`src/rtl/upio_in_filter.sv`:
```
// Per-line pad synchronizer and debounce filter feeding upio_in.
// Each line accepts a new level after it has been seen steadily for max(P,1) cycles.
module upio_in_filter #(
  parameter int unsigned WIDTH       = 8,
  parameter int unsigned SYNC_STAGES = 2,
  parameter int unsigned CNT_WIDTH   = 16
) (
  input  logic                 clk_i,
  input  logic                 rst_i,
  input  logic [WIDTH-1:0]     pad_i,
  input  logic                 cfg_en_i,
  input  logic [CNT_WIDTH-1:0] cfg_period_i,
  output logic [WIDTH-1:0]     upio_in_o,
  output logic [WIDTH-1:0]     rise_o,
  output logic [WIDTH-1:0]     fall_o
);

  logic [SYNC_STAGES-1:0][WIDTH-1:0] sync_q, sync_d;
  logic [WIDTH-1:0]                  sync;
  logic [WIDTH-1:0]                  stable_q, stable_d;
  logic [WIDTH-1:0][CNT_WIDTH-1:0]   cnt_q, cnt_d;
  logic [WIDTH-1:0]                  rise_q, rise_d;
  logic [WIDTH-1:0]                  fall_q, fall_d;
  logic [CNT_WIDTH-1:0]              thresh;

  // Synchronizer chain keeps shifting regardless of cfg_en_i.
  assign sync_d = {sync_q[SYNC_STAGES-2:0], pad_i};
  assign sync   = sync_q[SYNC_STAGES-1];

  // Peff-1 with P=0 treated as P=1.
  assign thresh = (cfg_period_i == '0) ? '0 : cfg_period_i - CNT_WIDTH'(1);

  always_comb begin
    stable_d = stable_q;
    cnt_d    = cnt_q;
    rise_d   = '0;
    fall_d   = '0;
    if (cfg_en_i) begin
      for (int n = 0; n < int'(WIDTH); n++) begin
        if (sync[n] == stable_q[n]) begin
          cnt_d[n] = '0;
        end else if (cnt_q[n] >= thresh) begin
          stable_d[n] = sync[n];
          cnt_d[n]    = '0;
          rise_d[n]   = sync[n];
          fall_d[n]   = ~sync[n];
        end else begin
          cnt_d[n] = cnt_q[n] + CNT_WIDTH'(1);
        end
      end
    end
  end

  always_ff @(posedge clk_i) begin
    if (rst_i) begin
      sync_q   <= '0;
      stable_q <= '0;
      cnt_q    <= '0;
      rise_q   <= '0;
      fall_q   <= '0;
    end else begin
      sync_q   <= sync_d;
      stable_q <= stable_d;
      cnt_q    <= cnt_d;
      rise_q   <= rise_d;
      fall_q   <= fall_d;
    end
  end

  assign upio_in_o = stable_q;
  assign rise_o    = rise_q;
  assign fall_o    = fall_q;

endmodule

```
`config.mk`:
```
export PLATFORM = sky130hd
export DESIGN_NAME = upio_in_filter
export DESIGN_NICKNAME = d
export VERILOG_FILES = /design/src/rtl/upio_in_filter.sv
export SDC_FILE = /design/constraint.sdc
export NUM_CORES = 1
export LEC_CHECK = 0
export BUFFER_PORTS_ARGS = -buffer_cell sky130_fd_sc_hd__buf_2
export CAP_MARGIN = 10
export CORE_ASPECT_RATIO = 0.6
export CORE_UTILIZATION = 25
export DETAILED_ROUTE_END_ITERATION = 6
export PLACE_DENSITY = 0.5
export SLEW_MARGIN = 20
export SYNTH_ARGS = -nofsm -noshare
export SYNTH_HDL_FRONTEND = slang
export SYNTH_SLANG_ARGS = --single-unit
```
`constraint.sdc`:
```
create_clock -name clk_i -period 5.22 [get_ports clk_i]
set_clock_uncertainty 0.2 [all_clocks]
set_input_delay 0 -clock clk_i [delete_from_list [all_inputs] [get_ports clk_i]]
set_output_delay 0 -clock clk_i [all_outputs]
set_load 0.02 [all_outputs]
```
* After elaboration in Yosys (flattened, before gate mapping) *
Index checks and enable logic that the tools add are counted.

word-level totals
  bits in registers = 168
  output and inout bits = 24
  logic and storage cells = 118

cells by class
  $add $sub $neg = 9
  order comparisons = 8
  eq/ne operators = 8
  mux-type cells = 17
  bitwise operators = 25
  reductions and logical operators = 17

operator list
  cell                                                 count
  2-to-1 mux 16 bit                                    17
  adder 16 x 1 -> 16 bit (second input constant)       8
  >= comparator 16 bit                                 8
  OR reduction 4 bit                                   8
  NOT 1 bit                                            25
  AND reduction 3 bit                                  8
  zero test 16 bit                                     1
  subtractor 16 x 1 -> 16 bit (second input constant)  1
  == test 1 bit                                        8

* Depth between registers and ports, before layout *
Gate-level depths: netlist of run 1.

  depth after elaboration = 5
  depth in mapped cells = 15
  depth with buffers taken out = 13

* Worst setup path after synthesis of run 1 *
No wires, ideal clock.

  path kind = input -> register
  start = in cfg_period_i[9]
  end = reg cnt_q[29] (netlist name)
  arrival = 3.733 ns
  required time = 4.900 ns
  path slack = 1.167 ns
  stages = 13
  path through = or4_4 > or3_4 > or4_4 > nor2_1 > mux2i_1 > ha_1 > nand4_1 > or4_1 > or4_4 > nand3_2 > buf_6 > nor2_1 > a211o_1

on the way
  longest elaborated chain between the ends = 5
  elaborated cells on any way between the ends = 6
  those cells by class = add/sub: 1; order compare: 1; mux: 3; reduce/logical: 1

RTL lines
  item                                                                    line  RTL
  start, declared                                                         12    input logic [CNT_WIDTH-1:0] cfg_period_i,
  subtractor 16 x 1 -> 16 bit / zero test 16 bit (equally long branches)  31    assign thresh = (cfg_period_i == '0) ? '0 : cfg_period_i - CNT_WIDTH'(1);
  2-to-1 mux 16 bit *                                                     31
  >= comparator 16 bit *                                                  42    end else if (cnt_q[n] >= thresh) begin
  2-to-1 mux 16 bit *                                                     42
  2-to-1 mux 16 bit *                                                     40    if (sync[n] == stable_q[n]) begin
  end signal, assigned                                                    64    cnt_q <= cnt_d;
  end, declared                                                           21    logic [WIDTH-1:0][CNT_WIDTH-1:0] cnt_q, cnt_d;

Every way passes the cells marked *; elsewhere a longest branch is shown, timed or not.
A chain may end at the register's enable or synchronous reset.

* Final worst setup path of run 1 *
  start = in cfg_period_i[9]
  end = reg cnt_q[61] (netlist name)

The elaborated chain is that of the path after synthesis.

==> results.md, run 1 <==
- The flow ran to the end, and the final reports show no timing, DRC or antenna violations.
- Clock latency on the worst-skew pair, taken at its later pin, is 450 ps.
- In this run the mean area of a mapped cell was ~8.4 µm².
- The wire length of the first global-routing pass is 51.3 mm.
- The clock-pin slew on the worst setup and hold paths is ~70 ps.
- The die extent in x is around 270 µm.
- The path class of the lowest-slack min-delay path is flip-flop to flip-flop.
- Synthesis handed over a netlist of 1265 instances.
- The full die area is 43200 µm².
- In this run the core area contains 57 standard-cell rows.
- The placer congestion estimate is 0.844.
- The CTS tree is built.
- The final-stage net count is about 1500.
- The most used flip-flop cell after synthesis is dfxtp_1.
- In the synthesized netlist the async set-or-reset flop fraction comes to 0.
- The number of buffer cells added on primary ports is 50.
- The average wire length per cell after detail routing is roughly 17 µm.
- Clock tree synthesis inserted a total of 17 buffers.
- The number of nets still failing antenna checks after routing is 0.
- Total power for the finished layout comes to 2.80 mW.
- The type of element launching the critical path is a primary input.
- The power per standard cell area is 228 nW/µm².
- The number of setup violations in the final report is 0.
- In this run, placement finished with an instance count of between 1500 and 2000.
- In the routed design, unresolved DRC markers number 0.
- The number of global-route vias before repair is 8981.
- The number of iterations in the first detailed-routing pass is 5.
- The count of pins on the block boundary is 51.
- The H-tree generated during clock tree synthesis spans 4 levels.
- The max-slew violation count is 0.
- The actual transition at the worst max-transition pin is 727 ps.
- The cts-stage hold buffer count is 18.
- Data on the critical path arrives at its endpoint at between 4000 and 5000 ps.
- The ratio of routed vias to standard cells is 5.00.
- The endpoint kind of the worst setup timing path is a flip-flop.
- The startpoint of the lowest-slack register-to-register path is cnt_q[48].
- The maximum achievable frequency is approximately 230 MHz.
- The critical path ends at cnt_q[61].
- The relative max-transition margin is 0.515.
- The maximum fanout encountered on the critical timing path is 15.
- The leakage component of the power is 5.16 nW.
- The global-route usage over all layers is 0.155.
- The critical path starts at cfg_period_i[9].
- The worst register-to-register path ends at cnt_q[61].
- The die extent in y is 161 µm.
- The yosys synthesis warning count is 0.
- The internal reg-to-reg setup slack is between 2000 and 2500 ps.
- The share of final-layout standard cells stronger than drive strength 1 is 0.0933.
- The post-DP HPWL is approximately 23 mm.
- The routed layout has 9554 vias.
- In this run, synthesis inferred 0 flip-flops with an integrated enable.
- The hold violation count in the final report was 0.
- The repair_antennas step left the layout with diodes totalling 0.
- The number of antenna violations at the first check in global routing was 2.
- The mapped netlist covers 10600 µm².
- The global route total overflow is 0.
- By startpoint and endpoint, the worst setup path is classified as primary input to flip-flop.
- Measured in cells, the most critical reg-to-reg path has a length of 8.
- The number of different library cells used by synthesis comes to 62.
- The area of the core is between 40000 and 50000 µm².
- At the worst endpoint, the required time is 5400 ps.
- The ratio of final minimum period to clock period is 0.845.
- CTS placed an instance of clkbuf_16 at the clock tree root.
- The layout overhead on the synthesized area is 16.1%.
- After clock tree synthesis, the repair step resized 0 gates.
- The clock sink total is 168.
- The largest net degree at the start of global routing is 37.
- The number of nets handed over by synthesis was 1430.
- Setup repair after global routing left no endpoint under its margin.
- The clock passes through at most 2 buffers.
- The first routing iteration left 673 violations.
- Summed over all failing endpoints, the final setup total negative slack is 0 ps.
- In this run the post-CTS setup repair buffer count came out at 0.
- The register area share after synthesis is 0.318.
- The non-filler instance count after layout is 1910.
- The largest voltage drop on the vdd net is 0.238 mV.
- The synthesized design contains about 170 register bits.
- For this configuration, the core starts out at a cell density of 0.257.
- The clock period minus worst slack is between 4000 and 5000 ps.
- The tool flagged a number of max-cap violations equal to 0.
- The total routed wirelength is approximately 32 mm.
## final cells by class
type,count,area [µm²]
Clock buffer,22,474
Sequential cell,168,3360
Timing Repair Buffer,90,596
Multi-Input combinational cell,1025,6930
Clock inverter,10,87.6
Fill cell,4385,28800
Inverter,35,131
Tap cell,560,701
## critical path, cell delays in order
cell and delay [ps]:
buf_2 110, or4_4 540, or3_4 360, or4_4 430, nand2b_4 230, nand2_1 560
ha_1 400, a21oi_1 160, nand3_1 170, a2111oi_4 590, nand2_1 440, or2_2 430
a31oi_1 160
## sequential cells by signal, indices dropped and copies added (netlist names)
name       cells
cnt_q        128
fall_o         8
rise_o         8
sync           8
sync_d         8
upio_in_o      8
## power breakdown
group          internal [mW]  switching [mW]  total (mW)  leakage, nW
Sequential              1.29         0.00985        1.30         1.36
Combinational         0.0870           0.165       0.252         3.53
Clock                  0.657           0.593        1.25        0.269
Total                   2.03           0.768        2.80         5.16
## cells by family (layout without fill, tap and decap cells)
group / count (synthesis) / in the layout / synth area share
flip-flops: 168 / 168 / 0.318
multiplexers: 9 / 9 / 0.00864
AND/OR/NAND/NOR: 513 / 513 / 0.251
adder cells (fa/ha/maj): 138 / 138 / 0.163
buffers and inverters: 72 / 157 / 0.0284
XOR/XNOR: 51 / 51 / 0.0422
AO/OA/AOI/OAI: 314 / 314 / 0.189
## stage by stage
step	hold slack, ps	utilization	cell area (µm²)	worst slack, ps
after floorplan	-71.8	-	10600	1170
after global placement	18.4	0.281	11500	324
after detailed placement	16.1	0.281	11500	390
after CTS	241	0.299	12300	874
after global routing	261	0.299	12300	553
final	237	0.299	12300	811
## cell usage in the layout, fill, tap and decap left out, drive strengths merged, types with 6 or more instances in the layout
cell	synthesis	final
nand4	25	25
buf	9	72
xnor2	18	18
ha	138	138
nor3b	26	26
a211oi	8	8
dfxtp	168	168
a31oi	27	27
or3	11	11
a2111oi	6	6
nor2	67	67
xor2	33	33
a21o	37	37
nand3b	6	6
nand3	75	75
o21a	8	8
a21oi	77	77
nor4	22	22
o21ai	98	98
clkbuf	28	22
a41o	6	6
nor2b	21	21
mux2i	8	8
or2	10	10
dlygate4sd3	0	18
inv	35	38
a22o	13	13
or4	12	12
nand2b	13	13
and3	39	39
nor3	35	35
nand2	144	144
## synth_stat cells, drive strengths merged (6+ instances only)
| cell | number | area [µm²] |
|---|---|---|
| a22o | 13 | 114 |
| o21a | 8 | 60.1 |
| clkbuf | 28 | 105 |
| nor3b | 26 | 195 |
| buf | 9 | 63.8 |
| nor4 | 22 | 138 |
| nand3b | 6 | 45.0 |
| a21oi | 77 | 385 |
| ha | 138 | 1730 |
| mux2i | 8 | 80.1 |
| inv | 35 | 131 |
| xnor2 | 18 | 158 |
| dfxtp | 168 | 3360 |
| a2111oi | 6 | 77.6 |
| a211oi | 8 | 65.1 |
| nand2b | 13 | 88.8 |
| nand4 | 25 | 163 |
| or2 | 10 | 62.6 |
| nor2 | 67 | 251 |
| or3 | 11 | 73.8 |
| a21o | 37 | 278 |
| xor2 | 33 | 289 |
| or4 | 12 | 101 |
| and3 | 39 | 244 |
| nand3 | 75 | 380 |
| a31oi | 27 | 169 |
| nand2 | 144 | 543 |
| nor3 | 35 | 175 |
| a41o | 6 | 60.1 |
| o21ai | 98 | 490 |
| nor2b | 21 | 131 |
## layer usage
layer	up-vias	part of all wire	GRT usage
met5	-	0	0
met4	0	0.026	0.0564
met3	50	0.043	0.0293
met2	173	0.42	0.232
met1	4498	0.51	0.220
li1	4833	-	-
## worst min-delay path by stage
stage | cells past startpoint | endpoint | slack [ps] | startpoint
floorplan | 1 | sync_d[10] | -70 | pad_i[2]
global placement | 2 | sync_d[10] | 20 | pad_i[2]
detailed placement | 2 | sync_d[14] | 20 | pad_i[6]
CTS | 1 | sync[1] | 240 | sync_d[9]
global route | 1 | sync[2] | 260 | sync_d[10]
finish | 1 | sync[2] | 240 | sync_d[10]
Note: power is estimated with default switching activity, not from simulation.
==> inputs of run 2 (changes only) <==
==> constraint.sdc (replaced) <==
create_clock -name clk_i -period 4.1 [get_ports clk_i]
set_clock_uncertainty 0.2 [all_clocks]
set_input_delay 0 -clock clk_i [delete_from_list [all_inputs] [get_ports clk_i]]
set_output_delay 0 -clock clk_i [all_outputs]
set_load 0.02 [all_outputs]
==> results.md, run 2 (synthesized netlist as in run 1, its figures left out) <==
- The number of CTS-inserted buffers is 17 (unchanged).
- The number of setup violations in the final report is 0 (unchanged).
- The clock period minus worst slack is 3790 ps.
- The placer congestion estimate is 0.885 (+4.8%).
- Setup repair after global routing left no endpoint under its margin.
- The number of iterations in the first detailed-routing pass is 6 (+1).
- The maximum fanout encountered on the critical timing path is 19 (+4).
- The library cell used most frequently in the layout, excluding fill and tap cells, is dfxtp_1.
- The initial standard-cell utilization of the core is 0.257 (unchanged).
- The number of nets still failing antenna checks after routing was 0 (unchanged).
- The die extent in x is 268 µm (unchanged).
- The global-route usage over all layers was 0.163 (+0.00773).
- The arrival time reported for the critical path endpoint is 3940 ps (-650 ps).
- The max-slew violation count is 0 (unchanged).
- The worst-case setup margin in the final layout is 308 ps (-503 ps).
- The total cell area at the placement stage came to 12200 µm² (+6.0%).
- The ratio of routed vias to standard cells is 4.96 (-0.94%).
- The number of H-tree levels was 4 (unchanged).
- STA classifies the critical path endpoint as a flip-flop.
- The deepest clock path buffer count is 2 (unchanged).
- The total power of the final layout is 3.81 mW (+36%).
- By startpoint and endpoint, the worst setup path is classified as primary input to flip-flop.
- The count of pins on the block boundary is 51 (unchanged).
- The number of buffer cells added on primary ports came to 50 (unchanged).
- The clock-pin slew on the worst setup and hold paths is 70 ps (about the same).
- TritonCTS built the clock tree.
- The number of global-route vias before repair is 9378 (+4.4%).
- The max-capacitance violation count is 0 (unchanged).
- The total via count in the routed design is 9841 (+3.0%).
- The ratio of final minimum period to clock period is 0.925.
- The area of the core is 41100 µm² (unchanged).
- The run finished with clean final reports.
- The setup slack at placement is -262 ps (-652 ps).
- The final routed DRC violation total is 0 (unchanged).
- The final-stage net count is 1579 (+5.1%).
- The largest net degree at the start of global routing is 45 (+22%).
- The global route total overflow came to 0 (unchanged).
- The total routed wirelength is 33.9 mm (+4.3%).
- The source-to-sink clock delay at the later pin of the worst-skew pair was 450 ps (about the same).
- The sum of negative setup slack was 0 ps (unchanged).
- The detailed router's first-iteration violation count is 604 (-10%).
- The clock sink total is 168 (unchanged).
- The worst register-to-register path begins at cnt_q[13].
- The type of element launching the critical path is a primary input.
- The largest voltage drop on the vdd net came to 0.203 mV (-15%).
- The number of antenna violations at the first check in global routing came to 0 (-2).
- The library cells used most frequently in the layout, excluding fill and tap cells, are dfxtp_1, nand2_1, ha_1.
- Based on the critical path, the design can be clocked at up to 264 MHz.
- The tightest min-delay check is of the flip-flop to flip-flop type.
- The post-DP HPWL came to 25.7 mm (+9.3%).
- The number of flip-flops in the largest register is 128 (unchanged).
- The relative max-transition margin is 0.545 (+0.0306).
- The filler cell count in the final layout is 4344 (-0.94%).
- The number of instances in the placed design was 1937 (+4.1%).
- The share of the core filled with cells was 0.317 (+0.0182).
- The number of placement rows was 57 (unchanged).
- The non-filler instance count after layout is 1986 (+4.0%).
- The average wire length per cell after detail routing is 17.1 µm (+0.34%).
- The layout overhead on the synthesized area is 23.2%.
- The antenna diode instance count is 0 (unchanged).
- The die extent in y came to 161 µm (unchanged).
- The register name with the most flops is cnt_q.
- The first element of the critical path is cfg_period_i[9].
- The wire length of the first global-routing pass is 53.9 mm (+5.1%).
- The endpoint required time on the critical path came to 4250 ps (-1150 ps).
- The share of final-layout standard cells stronger than drive strength 1 was 0.142 (+0.0483).
- The cell area after layout is 13000 µm² (+6.1%).
- The actual transition at the worst max-transition pin was 676 ps (-50.4 ps).
- The hold violation count in the final report was 0 (unchanged).
- The full die area was 43200 µm² (unchanged).
- In this run the clock root is driven by a clkbuf_16.
- The final hold slack is 238 ps (+1.43 ps).
- In this run the most critical hold path is launched from sync_d[10].
- The leakage component of the power is 5.59 nW (+8.4%).
- The power per standard cell area is 292 nW/µm² (+28%).
run 2: cell type report:
type | count | area [µm²] | area share
Tap cell | 560 | 701 | 0.0538
Clock buffer | 20 | 447 | 0.0343
Multi-Input combinational cell | 1025 | 6920 | 0.532
Inverter | 35 | 131 | 0.0101
Timing Repair Buffer | 167 | 1290 | 0.0988
Sequential cell | 168 | 3360 | 0.258
Clock inverter | 11 | 171 | 0.0132
run 2: worst paths after layout:
check / end / slack, ps / cells after the start
setup / recovery: cnt_q[5] / 310 / 15
setup reg to reg: cnt_q[5] / 1330 / 8
hold reg to reg: sync[2] / 240 / 1
hold / removal: sync[2] / 240 / 1
run 2: critical path, cell delays in order:
cell and delay (ps):
buf_2 110, or4_4 530, or3_4 360, or4_4 430, nand2b_4 210, nand2_1 260
buf_4 220, ha_1 150, nand2_1 80, or4_1 490, or4_1 480, nand4_2 170
buf_12 160, o21ai_0 100, a21o_1 200
run 2: power by group:
| group | total [mW] | internal (mW) | switching [mW] | leakage, nW |
|---|---|---|---|---|
| clock | 1.77 | 1.04 | 0.739 | 0.297 |
| sequential | 1.66 | 1.64 | 0.0120 | 1.36 |
| combinational | 0.375 | 0.152 | 0.223 | 3.94 |
run 2: repair_timing:
| item | CTS | global route |
|---|---|---|
| endpoints found under the setup margin | 0 | 10 |
| buffers inserted | 0 | 0 |
| gates resized for setup | 0 | 2 |
| hold buffers | 18 | 0 |
| hold endpoints to repair | 34 | 0 |
run 2: per-layer routing:
layer | GRT usage | routed length, µm
met1 | 0.246 | 18100
met2 | 0.234 | 13900
met3 | 0.0250 | 1430
met4 | 0.0475 | 459
met5 | 0 | 0
